--- src/rtl/seq_multiplier_if.sv ---
// Handshake/operand bundle between the calculator datapath and seq_multiplier.
// Optional feature macro: SEQ_MUL_SIGNED_EN (adds the sgn mode select).
interface seq_multiplier_if #(
    parameter int unsigned WIDTH = 4
);
    logic                   start;
    logic [WIDTH-1:0]       multiplicand;
    logic [WIDTH-1:0]       multiplier;
`ifdef SEQ_MUL_SIGNED_EN
    logic                   sgn;
`endif
    logic                   busy;
    logic                   done;
    logic [2*WIDTH-1:0]     product;

    modport master (
`ifdef SEQ_MUL_SIGNED_EN
        output sgn,
`endif
        output start,
        output multiplicand,
        output multiplier,
        input  busy,
        input  done,
        input  product
    );

    modport slave (
`ifdef SEQ_MUL_SIGNED_EN
        input  sgn,
`endif
        input  start,
        input  multiplicand,
        input  multiplier,
        output busy,
        output done,
        output product
    );
endinterface

--- src/rtl/seq_multiplier.sv ---
// Sequential shift-and-add multiplier: one multiplier bit per clock, fixed
// latency of WIDTH iterations, registered 2*WIDTH-bit product with a one-cycle
// done pulse. Optional feature macro: SEQ_MUL_SIGNED_EN (two's-complement mode
// via sgn: magnitudes taken at accept, result negated at load).
module seq_multiplier #(
    parameter int unsigned WIDTH = 4
) (
    input  logic              clk,
    input  logic              rst,
    seq_multiplier_if.slave   bus
);

    localparam int unsigned CW = $clog2(WIDTH + 1);
    localparam int unsigned AW = 2 * WIDTH + 1;

    if (WIDTH < 2 || WIDTH > 16) begin : g_bad_width
        $error("seq_multiplier: WIDTH must be in 2..16");
    end

    typedef enum logic {
        IDLE,
        RUN
    } state_e;

    state_e               state_q, state_d;

    logic [AW-1:0]        acc_q, acc_d;
    logic [WIDTH-1:0]     mcand_q, mcand_d;
    logic [WIDTH-1:0]     mplier_q, mplier_d;
    logic [CW-1:0]        cnt_q, cnt_d;
    logic [2*WIDTH-1:0]   product_q, product_d;
    logic                 done_q, done_d;
    logic                 neg_q, neg_d;

    logic                 accept;
    logic                 last;
    logic                 busy;

    logic [WIDTH-1:0]     mag_a;
    logic [WIDTH-1:0]     mag_b;
    logic                 res_neg;
    logic [WIDTH:0]       upper_sum;
    logic [AW-1:0]        acc_step;
    logic [2*WIDTH-1:0]   result;

    // FSM state register
    always_ff @(posedge clk) begin
        if (rst) begin
            state_q <= IDLE;
        end else begin
            state_q <= state_d;
        end
    end

    // FSM next-state: accept in IDLE, return after the final iteration
    always_comb begin
        state_d = state_q;
        unique case (state_q)
            IDLE:    if (bus.start) state_d = RUN;
            RUN:     if (last)      state_d = IDLE;
            default: state_d = IDLE;
        endcase
    end

    // FSM outputs and control strobes
    always_comb begin
        busy        = (state_q == RUN);
        accept      = (state_q == IDLE) && bus.start;
        last        = (state_q == RUN) && (cnt_q == CW'(1));
        bus.busy    = busy;
        bus.done    = done_q;
        bus.product = product_q;
    end

    // Operand conditioning at accept: magnitudes plus result sign in signed mode
    always_comb begin
`ifdef SEQ_MUL_SIGNED_EN
        logic a_neg;
        logic b_neg;
        a_neg   = bus.sgn & bus.multiplicand[WIDTH-1];
        b_neg   = bus.sgn & bus.multiplier[WIDTH-1];
        // -(most negative) wraps to the same bit pattern, which read unsigned
        // is exactly its magnitude, so no extra bit is needed.
        mag_a   = a_neg ? (WIDTH'(0) - bus.multiplicand) : bus.multiplicand;
        mag_b   = b_neg ? (WIDTH'(0) - bus.multiplier)   : bus.multiplier;
        res_neg = a_neg ^ b_neg;
`else
        mag_a   = bus.multiplicand;
        mag_b   = bus.multiplier;
        res_neg = 1'b0;
`endif
    end

    // One shift-and-add iteration; the accumulator MSB is always zero before
    // the add, so the upper-half sum cannot overflow its WIDTH+1 bits
    always_comb begin
        upper_sum = acc_q[AW-1:WIDTH] + (mplier_q[0] ? {1'b0, mcand_q} : '0);
        acc_step  = {upper_sum, acc_q[WIDTH-1:0]} >> 1;
`ifdef SEQ_MUL_SIGNED_EN
        result    = neg_q ? ((2*WIDTH)'(0) - acc_step[2*WIDTH-1:0])
                          : acc_step[2*WIDTH-1:0];
`else
        result    = acc_step[2*WIDTH-1:0];
`endif
    end

    // Datapath next-state: load on accept, iterate while running, publish on last
    always_comb begin
        acc_d     = acc_q;
        mcand_d   = mcand_q;
        mplier_d  = mplier_q;
        cnt_d     = cnt_q;
        product_d = product_q;
        neg_d     = neg_q;
        done_d    = 1'b0;
        if (accept) begin
            acc_d    = '0;
            mcand_d  = mag_a;
            mplier_d = mag_b;
            cnt_d    = CW'(WIDTH);
            neg_d    = res_neg;
        end else if (busy) begin
            acc_d    = acc_step;
            mplier_d = mplier_q >> 1;
            cnt_d    = cnt_q - CW'(1);
            if (last) begin
                product_d = result;
                done_d    = 1'b1;
            end
        end
    end

    // Datapath registers; reset also discards any operation in flight
    always_ff @(posedge clk) begin
        if (rst) begin
            acc_q     <= '0;
            mcand_q   <= '0;
            mplier_q  <= '0;
            cnt_q     <= '0;
            product_q <= '0;
            neg_q     <= 1'b0;
            done_q    <= 1'b0;
        end else begin
            acc_q     <= acc_d;
            mcand_q   <= mcand_d;
            mplier_q  <= mplier_d;
            cnt_q     <= cnt_d;
            product_q <= product_d;
            neg_q     <= neg_d;
            done_q    <= done_d;
        end
    end

endmodule

--- src/flat_wrapper.sv ---
// flat-port wrapper written by rule: the top's interface ports become plain ports
module seq_multiplier_flat 
#(
    parameter int unsigned WIDTH = 4
)
  (clk, rst, bus_start, bus_multiplicand, bus_multiplier, bus_busy, bus_done, bus_product);
  seq_multiplier_if #(.WIDTH(WIDTH)) bus_i ();
  input  logic clk;
  input  logic rst;
  input wire logic [$bits(bus_i.start)-1:0] bus_start;
  input wire logic [$bits(bus_i.multiplicand)-1:0] bus_multiplicand;
  input wire logic [$bits(bus_i.multiplier)-1:0] bus_multiplier;
  output wire logic [$bits(bus_i.busy)-1:0] bus_busy;
  output wire logic [$bits(bus_i.done)-1:0] bus_done;
  output wire logic [$bits(bus_i.product)-1:0] bus_product;
  assign bus_i.start = bus_start;
  assign bus_i.multiplicand = bus_multiplicand;
  assign bus_i.multiplier = bus_multiplier;
  assign bus_busy = bus_i.busy;
  assign bus_done = bus_i.done;
  assign bus_product = bus_i.product;
  seq_multiplier #(.WIDTH(WIDTH)) u_core (.clk(clk), .rst(rst), .bus(bus_i));
endmodule
--- config.mk ---
export PLATFORM = sky130hd
export DESIGN_NAME = seq_multiplier_flat
export DESIGN_NICKNAME = d
export VERILOG_FILES = /design/src/rtl/seq_multiplier_if.sv /design/src/rtl/seq_multiplier.sv /design/src/flat_wrapper.sv
export SDC_FILE = /design/constraint.sdc
export NUM_CORES = 1
export LEC_CHECK = 0
export CORE_ASPECT_RATIO = 0.8
export CORE_MARGIN = 2
export CORE_UTILIZATION = 35
export DETAILED_ROUTE_END_ITERATION = 8
export SYNTH_ARGS = -nofsm -noshare
export SYNTH_HDL_FRONTEND = slang
export SYNTH_SLANG_ARGS = --single-unit
--- constraint.sdc ---
create_clock -name clk -period 2.9 [get_ports clk]
set_clock_uncertainty 0.1 [all_clocks]
set_input_delay 0.435 -clock clk [delete_from_list [all_inputs] [get_ports clk]]
set_output_delay 0.435 -clock clk [all_outputs]
set_load 0.01 [all_outputs]
After elaboration in Yosys (flattened, before gate mapping)

Index checks and enable logic that the tools add are counted.

Flip-flop bits (word level): 29
Input port bits: 11
Output and inout bits: 10
Word-level logic and storage cells: 28

$add $sub $neg: 2
Equality and inequality tests: 1
Muxes and demuxes: 9
Bitwise gates (word level): 2
Reduce and logical (&&, ||, !) cells: 6

Operators with widths:

| kind                                                                   | count |
|---|---|
| 4-bit 2-to-1 mux                                                       | 3 |
| 3-bit 2-to-1 mux                                                       | 2 |
| 4-bit by 5-bit adder with 5-bit output                                 | 1 |
| 3-bit by 1-bit equality test with 1-bit output (second input constant) | 1 |
| 1-bit 2-to-1 mux                                                       | 3 |
| 3-bit AND reduction                                                    | 1 |
| 3-bit OR reduction                                                     | 1 |
| 3-bit by 1-bit subtractor with 3-bit output (second input constant)    | 1 |
| 1-bit logical AND                                                      | 2 |
| 1-bit inverter                                                         | 2 |
| 1-bit one-hot mux with 2 select lines                                  | 1 |
| 2-bit nonzero test                                                     | 1 |
| 2-bit OR reduction                                                     | 1 |

Depth between registers and ports, before layout

Gate-level depths: netlist of the first run.

Depth in word-level cells: 4
Mapped depth: 8
Mapped depth without buffers: 8

Least setup slack after synthesis of the first run

No wires, ideal clock.

Kind: register -> register
Start point: register u_core.mplier_q[0]
End point: register u_core.acc_q[6]
Library setup time: 0.092 ns
Arrival: 1.492 ns
Data required time: 2.708 ns
Path slack: 1.216 ns
Cell stages (with the launch flop): 8
Path buffers: 0
Clock period less this slack: 1.684 ns
Path through: dfxtp_1 nand2_1 inv_1 ha_1 a21o_1 a21oi_1 or4b_1 o311ai_4

Word-level cells in the longest chain between the ends: 2

Ends and longest elaborated chain:

| item                                   | RTL line              | source |
|---|---|---|
| from (decl)                            | seq_multiplier.sv:29  | `logic [WIDTH-1:0] mplier_q, mplier_d;` |
| from (signal assigned)                 | seq_multiplier.sv:146 | `mplier_q <= mplier_d;` |
| 4-bit 2-to-1 mux                       | seq_multiplier.sv:97  | `upper_sum = acc_q[AW-1:WIDTH] + (mplier_q[0] ? {1'b0, mcand_q} : '0);` |
| 4-bit by 5-bit adder with 5-bit output | seq_multiplier.sv:97  |  |
| to (signal assigned)                   | seq_multiplier.sv:136 | `acc_q <= '0;` |
| to (signal assigned)                   | seq_multiplier.sv:144 | `acc_q <= acc_d;` |
| to (decl)                              | seq_multiplier.sv:27  | `logic [AW-1:0] acc_q, acc_d;` |

Every way passes these cells.
A chain may end at the register's enable or synchronous reset.

Worst setup path after layout of the first run

Start point: register u_core.state_q (netlist: u_core.bus.busy)
End point: output bus_busy

RTL lines:

| item                   | RTL line             | source |
|---|---|---|
| from (decl)            | seq_multiplier.sv:25 | `state_e state_q, state_d;` |
| from (signal assigned) | seq_multiplier.sv:51 | `state_q <= state_d;` |
| to (decl)              | flat_wrapper.sv:13   | `output wire logic [$bits(bus_i.busy)-1:0] bus_busy;` |

No word-level cell between the ends.

==> out/summary.txt, run 1 <==
Synth async-reset ratio - 0%
Crit path largest cell delay - 0.61 ns
Number of synthesized flops with an enable pin - 0
Pwr Total - 0.0007349 W
CTS tree - yes
Fill count - 320
Ant diodes - 0
Avg Vias per Cell - 4.659
Leak - 0.6230 nW
Worst-path fanout max - 8
FF-to-FF path depth - 8
Worst path cell trace - clkdlybuf4s50_1
Crit path time final - 1.979 ns
Cell taking the most area after synthesis - dfxtp_1
Vias - 848
DRC viols - 0
Peak supply drop - 0.0002190 V
Dpl cell area - 0.001463 mm2
Mapped Area - 0.001257 mm2
Post-CTS Hold Buffers - 0
Final setup fails - 0
Initial Util - 36.48%
Final #Nets - 159
Synth top cells by count - dfxtp_1 (28), nor2_1 (18), mux2i_1 (12), inv_1 (9), ha_1 (6)
Max-cap check violation count - 0
Area contributors post-synth - dfxtp_1 (45%), mux2i_1 (9.6%), ha_1 (6.0%)
Most common cell in the netlist - dfxtp_1
Crit path arrival time - 1.44 ns
Setup TNS - 0 ns
1st-pass router iterations - 4
Hold violation count in the final report - 0
Die height - 57.61 um
Largest net degree at the start of global routing - 22
Status - completed
Die Width - 71.02 um
Fin util - 44.03%
Top cell type's share of synthesized area - 44.58%
Mapped Nets - 140
Number of synthesized register bits - 28
DP HPWL - 1655 um
I/O Pins - 21
Tcrit/Tclk final - 68.24%
Worst-margin pin slew - 0.5370 ns
H-tree depth - 1
Hold depth - 2
Ys Warns - 0
Worst rel slew slack - 64.09%
Crit path depth - 1
Rows - 19
CTS Buffer Depth - 2
Post-CTS Resized - 0
PD cells - 484.2 mW/mm2
Area delta synth->final - 20.70%
Kind of critical path - reg -> out
Critical path's slowest cell - clkdlybuf4s50_1
CTS Buf Count - 3
Initial antenna violation count - 0
Number of global-route vias before repair - 853
DR iter-0 viols - 18
FMAX - 505.3 MHz
CTS clk-pin slew, worst paths - 0.09 ns
Core Box Area - 0.003447 mm2
Top_reg_cell synth - dfxtp_1
Number of max-slew violations in the final report - 0
Sink Count - 28
Clk_lat worst skew - 0.27 ns
Distinct cells, synth - 28
Final Cell Area - 0.001518 mm2
Worst path bufs/invs - 1
Startpoint types - register
WP data required - 2.37 ns
Die area - 0.004091 mm2
Layout cell share with drive strength beyond 1 - 8.571%
HP Class - reg -> reg
WL/cell - 12.02 um
Routed wire length - 2188 um
IO buf count - 20
Sequential area share after synthesis - 44.58%
Gate Count Post-Synth - 122
All-Layer GR Usage - 11.84%
Antenna Nets Post-Route - 0
Clock Tree Root - clkbuf_8
Setup Fix Bufs, Post-CTS - 0
Family with the most delay on the worst path - buffers and inverters
Setup crit end kind - primary output
Avg Inst Size Synth - 10.31 um2
GPL Wtd Cong - 0.7596
RSZ-0062 raised after global routing - false
First-pass GRT wire length - 3836 um
Final worst-path setup slack - 0.9210 ns
Dpl ws - 0.7165 ns
Overflow after GRT - 0
-- logic make-up (layout without fill, tap and decap cells) --
| kind of cell | after synthesis | after routing | share of synthesized area (%) |
|---|---|---|---|
| AOI/OAI and AO/OA | 22 | 22 | 15.12 |
| and+or+nand+nor | 32 | 32 | 12.74 |
| adders and majority gates | 7 | 7 | 7.562 |
| DFF | 28 | 28 | 44.58 |
| buffers and inverters | 17 | 35 | 7.662 |
| muxes | 12 | 12 | 9.553 |
| xor gates and xnor gates | 4 | 4 | 2.787 |
-- registers in the layout (all words and copies together) (netlist names) --
register,count
u_core.bus.busy,1
u_core.bus.done,1
u_core.bus.product,8
u_core.cnt_q,3
u_core.mplier_q,4
u_core.acc_q,7
u_core.mcand_q,4
-- cell type report --
cell class	instances	area [um2]	share of cell area, %
clock buffers	4	55.05	3.627
inverters	9	33.78	2.226
multi-input cells	77	600.6	39.57
flip-flops and latches	28	560.5	36.93
well taps	42	52.55	3.462
repair buffers	22	215.2	14.18
-- per-layer routing --
metal	track usage [%]	up-vias	wire, um
li1	-	447	-
met1	14.69	385	1059
met2	20.16	14	1037
met3	4.174	2	78
met4	2.426	0	12
met5	0	-	0
-- stage by stage --
step                      hold WS, ns  std cells
after floorplan                0.3417        122
after global placement         0.3356        178
after detailed placement       0.3455        178
after CTS                      0.3683        182
after global routing           0.3884        182
final                          0.3634        182
-- worst reg2reg max path: stages (launching register included) --
cell and delay, ns:
dfxtp_1 0.41, and2_1 0.17, ha_1 0.16, inv_1 0.05, fa_1 0.39, inv_1 0.08
a21o_1 0.10, a21oi_1 0.10, a211oi_2 0.24
-- final timing paths --
check	from	slack, ns	endpoint
max	u_core.bus.busy	0.92	bus_busy
min	u_core.bus.product[4]	0.36	u_core.bus.product[4]
max reg2reg	u_core.mplier_q[0]	1.02	u_core.acc_q[7]
min reg2reg	u_core.bus.product[4]	0.36	u_core.bus.product[4]
-- layout by cell type, fill, tap and decap left out, types with 3 or more instances in the layout --
cell and instances:
inv_1 9, a21oi_1 5, clkdlybuf4s50_1 20, clkbuf_8 4, ha_1 6, a22o_1 5, a211oi_2 3, xnor2_1 3
and2_1 3, nand2_1 4, mux2i_1 12, o21ai_0 3, dfxtp_1 28, nor2_1 18
-- where the power goes --
part / switching [W] / internal, W / total, W
combinational: 0.0000422 / 0.0000439 / 0.0000861
clock: 0.000116 / 0.000121 / 0.000238
sequential: 0.0000126 / 0.000399 / 0.000411
total: 0.000171 / 0.000564 / 0.000735
Power figures use the tool's default switching activity.
==> inputs of run 2 (changes only) <==
==> constraint.sdc (replaced) <==
create_clock -name clk -period 1.7 [get_ports clk]
set_clock_uncertainty 0.1 [all_clocks]
set_input_delay 0.255 -clock clk [delete_from_list [all_inputs] [get_ports clk]]
set_output_delay 0.255 -clock clk [all_outputs]
set_load 0.01 [all_outputs]
==> run 2 against run 1 <==
The flow now finishes with violations (negative setup slack). Sequential share of layout area is 3.4 points lower. Global-route usage is 1.3 points higher. Register-to-register slack worse by 1.1 ns. Sequential power is 71% higher. Sequential cell count stayed put. Clock-buffer cell count is 1 lower. Clock power is 120% higher. Non-clock buffer count is 11 higher. Combinational power is 100% higher. Cell count is 6.0% higher. Die area stayed put. Critical path depth is 6 higher. Critical path type is now reg -> reg. Largest cell class unchanged. Highest routed layer unchanged.
==> out/summary.txt, run 2 (synthesized netlist as in run 1, its figures left out) <==
Fill count - 305 (-4.7%)
Violations in the final reports - negative setup slack
Final worst-path setup slack - -0.04222 ns (-0.9632 ns)
Hold depth - 2 (unchanged)
Worst-path fanout max - 5 (-3)
Worst rel slew slack - 70.67% (+6.6 points)
Final #Nets - 170 (+6.9%)
Overflow after GRT - 0 (unchanged)
All-Layer GR Usage - 13.10% (+1.3 points)
Setup TNS - -0.04222 ns (-0.04222 ns)
Clock Tree Root - clkbuf_8
RR Startpoint - u_core.mplier_q[0]
Worst Setup SP - u_core.mplier_q[0]
Most frequent cells in the layout - dfxtp_1 (25), clkdlybuf4s50_1 (20), nor2_1 (18)
Max FFs per register - 8 (unchanged)
DP HPWL - 1805 um (+9.0%)
Pwr Total - 0.001395 W (+90%)
Dpl ws - -0.1303 ns (-0.8467 ns)
FF-to-FF End - u_core.acc_q[6]
Setup crit end kind - register
HP Class - reg -> reg
CTS Buf Count - 3 (unchanged)
Crit path largest cell delay - 0.55 ns (-0.06 ns)
Worst Hold Launch - u_core.bus.product[7]
RSZ-0062 raised after global routing - true
Commonest non-fill, non-tap cell in the layout - dfxtp_1
Startpoint types - register
Core Box Area - 0.003447 mm2 (unchanged)
Vias - 919 (+8.4%)
WP data required - 1.78 ns (-0.59 ns)
Die Width - 71.02 um (unchanged)
CTS clk-pin slew, worst paths - 0.10 ns (about the same)
IO buf count - 20 (unchanged)
Hold violation count in the final report - 0 (unchanged)
Register area - 569.3 um2 (+1.6%)
First-pass GRT wire length - 4202 um (+9.5%)
Worst hold endpoint - u_core.bus.product[7]
Status - complete, but fails checks
Antenna Nets Post-Route - 0 (unchanged)
Leak - 0.7019 nW (+13%)
WL/cell - 12.62 um (+5.0%)
FMAX - 574.0 MHz
Clk_lat worst skew - 0.27 ns (about the same)
Ant diodes - 0 (unchanged)
Crit path arrival time - 1.82 ns (+0.38 ns)
Kind of critical path - reg -> reg
DR iter-0 viols - 17 (-1)
H-tree depth - 1 (unchanged)
GPL Wtd Cong - 0.7956 (+4.7%)
Max-cap check violation count - 0 (unchanged)
Number of max-slew violations in the final report - 0 (unchanged)
Number of global-route vias before repair - 945 (+11%)
Multi-input logic area - 669.4 um2 (+11%)
Family with the most delay on the worst path - simple AND/OR/NAND/NOR gates
Die height - 57.61 um (unchanged)
Worst path bufs/invs - 1 (unchanged)
Die area - 0.004091 mm2 (unchanged)
Peak supply drop - 0.0006071 V (+180%)
Routed wire length - 2436 um (+11%)
Worst-margin pin slew - 0.4400 ns (-0.09707 ns)
Reg-to-reg slack, setup - -0.04 ns (-1.06 ns)
Initial Util - 36.48% (unchanged)
Largest net degree at the start of global routing - 17 (-23%)
1st-pass router iterations - 4 (unchanged)
CTS tree - yes
Area delta synth->final - 34.93%
Critical path's slowest cell - or4b_4
Tcrit/Tclk final - 102.5%
FF-to-FF path depth - 7 (-1)
Avg Vias per Cell - 4.762 (+2.2%)
Crit path depth - 7 (+6)
DRC viols - 0 (unchanged)
Layout cell share with drive strength beyond 1 - 25.17% (+17 points)
Rows - 19 (unchanged)
I/O Pins - 21 (unchanged)
Final setup fails - 1 (+1)
Sink Count - 28 (unchanged)
Worst path cell trace - nand2_4, inv_4, ha_4, a21o_1, a21oi_2, or4b_4, o311ai_4
CTS Buffer Depth - 2 (unchanged)
Initial antenna violation count - 0 (unchanged)
PD cells - 821.9 mW/mm2 (+70%)
Crit path time final - 1.742 ns
run 2: worst max-delay path by stage:
| stage | endpoint | slack (ns) |
|---|---|---|
| floorplan | u_core.acc_q[6] | 0.02 |
| global placement | u_core.acc_q[7] | -0.08 |
| detailed placement | u_core.acc_q[7] | -0.13 |
| CTS | u_core.acc_q[6] | -0.03 |
| global route | u_core.acc_q[6] | -0.09 |
| finish | u_core.acc_q[6] | -0.04 |
run 2: report_power, final:
group,switching (W),internal (W),total [W],leakage [nW]
logic,0.0000815,0.0000938,0.000175,0.437
clock network,0.000202,0.000315,0.000517,0.0357
registers,0.0000225,0.000680,0.000702,0.230
run 2: worst reg2reg max path: cells and delay by family, from the launching register on:
kind	cells	cell delay, ns
AO/OA/AOI/OAI	3	0.28
adder cells (fa/ha/maj)	1	0.24
buffers and inverters	1	0.04
flip-flops	1	0.37
AND/OR/NAND/NOR	2	0.62
run 2: metrics by stage:
step | util [%] | instances | hold slack (ns) | cell area, um2
final | 49.22 | 193 | 0.3713 | 1697
after global routing | 49.22 | 193 | 0.3910 | 1697
after CTS | 47.37 | 193 | 0.3772 | 1633
after detailed placement | 44.83 | 189 | 0.3535 | 1545
after global placement | 44.83 | 189 | 0.3393 | 1545
after floorplan | - | 122 | 0.3018 | 1257
run 2: what timing repair did:
item,CTS,global route
resized for setup,6,14
pin swaps,0,9
endpoints found under the setup margin,7,7
hold buffers,0,0
buffers inserted,0,0
run 2: routing by layer:
metal  track usage (%)  share of wire (%)  vias to the layer above
met5                 0                  0                        -
met4             2.426               0.37                        0
met3             3.826                3.3                        2
met2             22.70                 49                       13
met1             16.56                 47                      432
li1                  -                  -                      472
run 2: area by class of cell:
class                           count  share of cell area [%]
Inverter                            9                   2.139
Tap cell                           42                   3.097
Clock inverter                      1                   1.770
Clock buffer                        3                   2.434
Timing Repair Buffer               33                   17.55
Multi-Input combinational cell     77                   39.45
Sequential cell                    28                   33.55
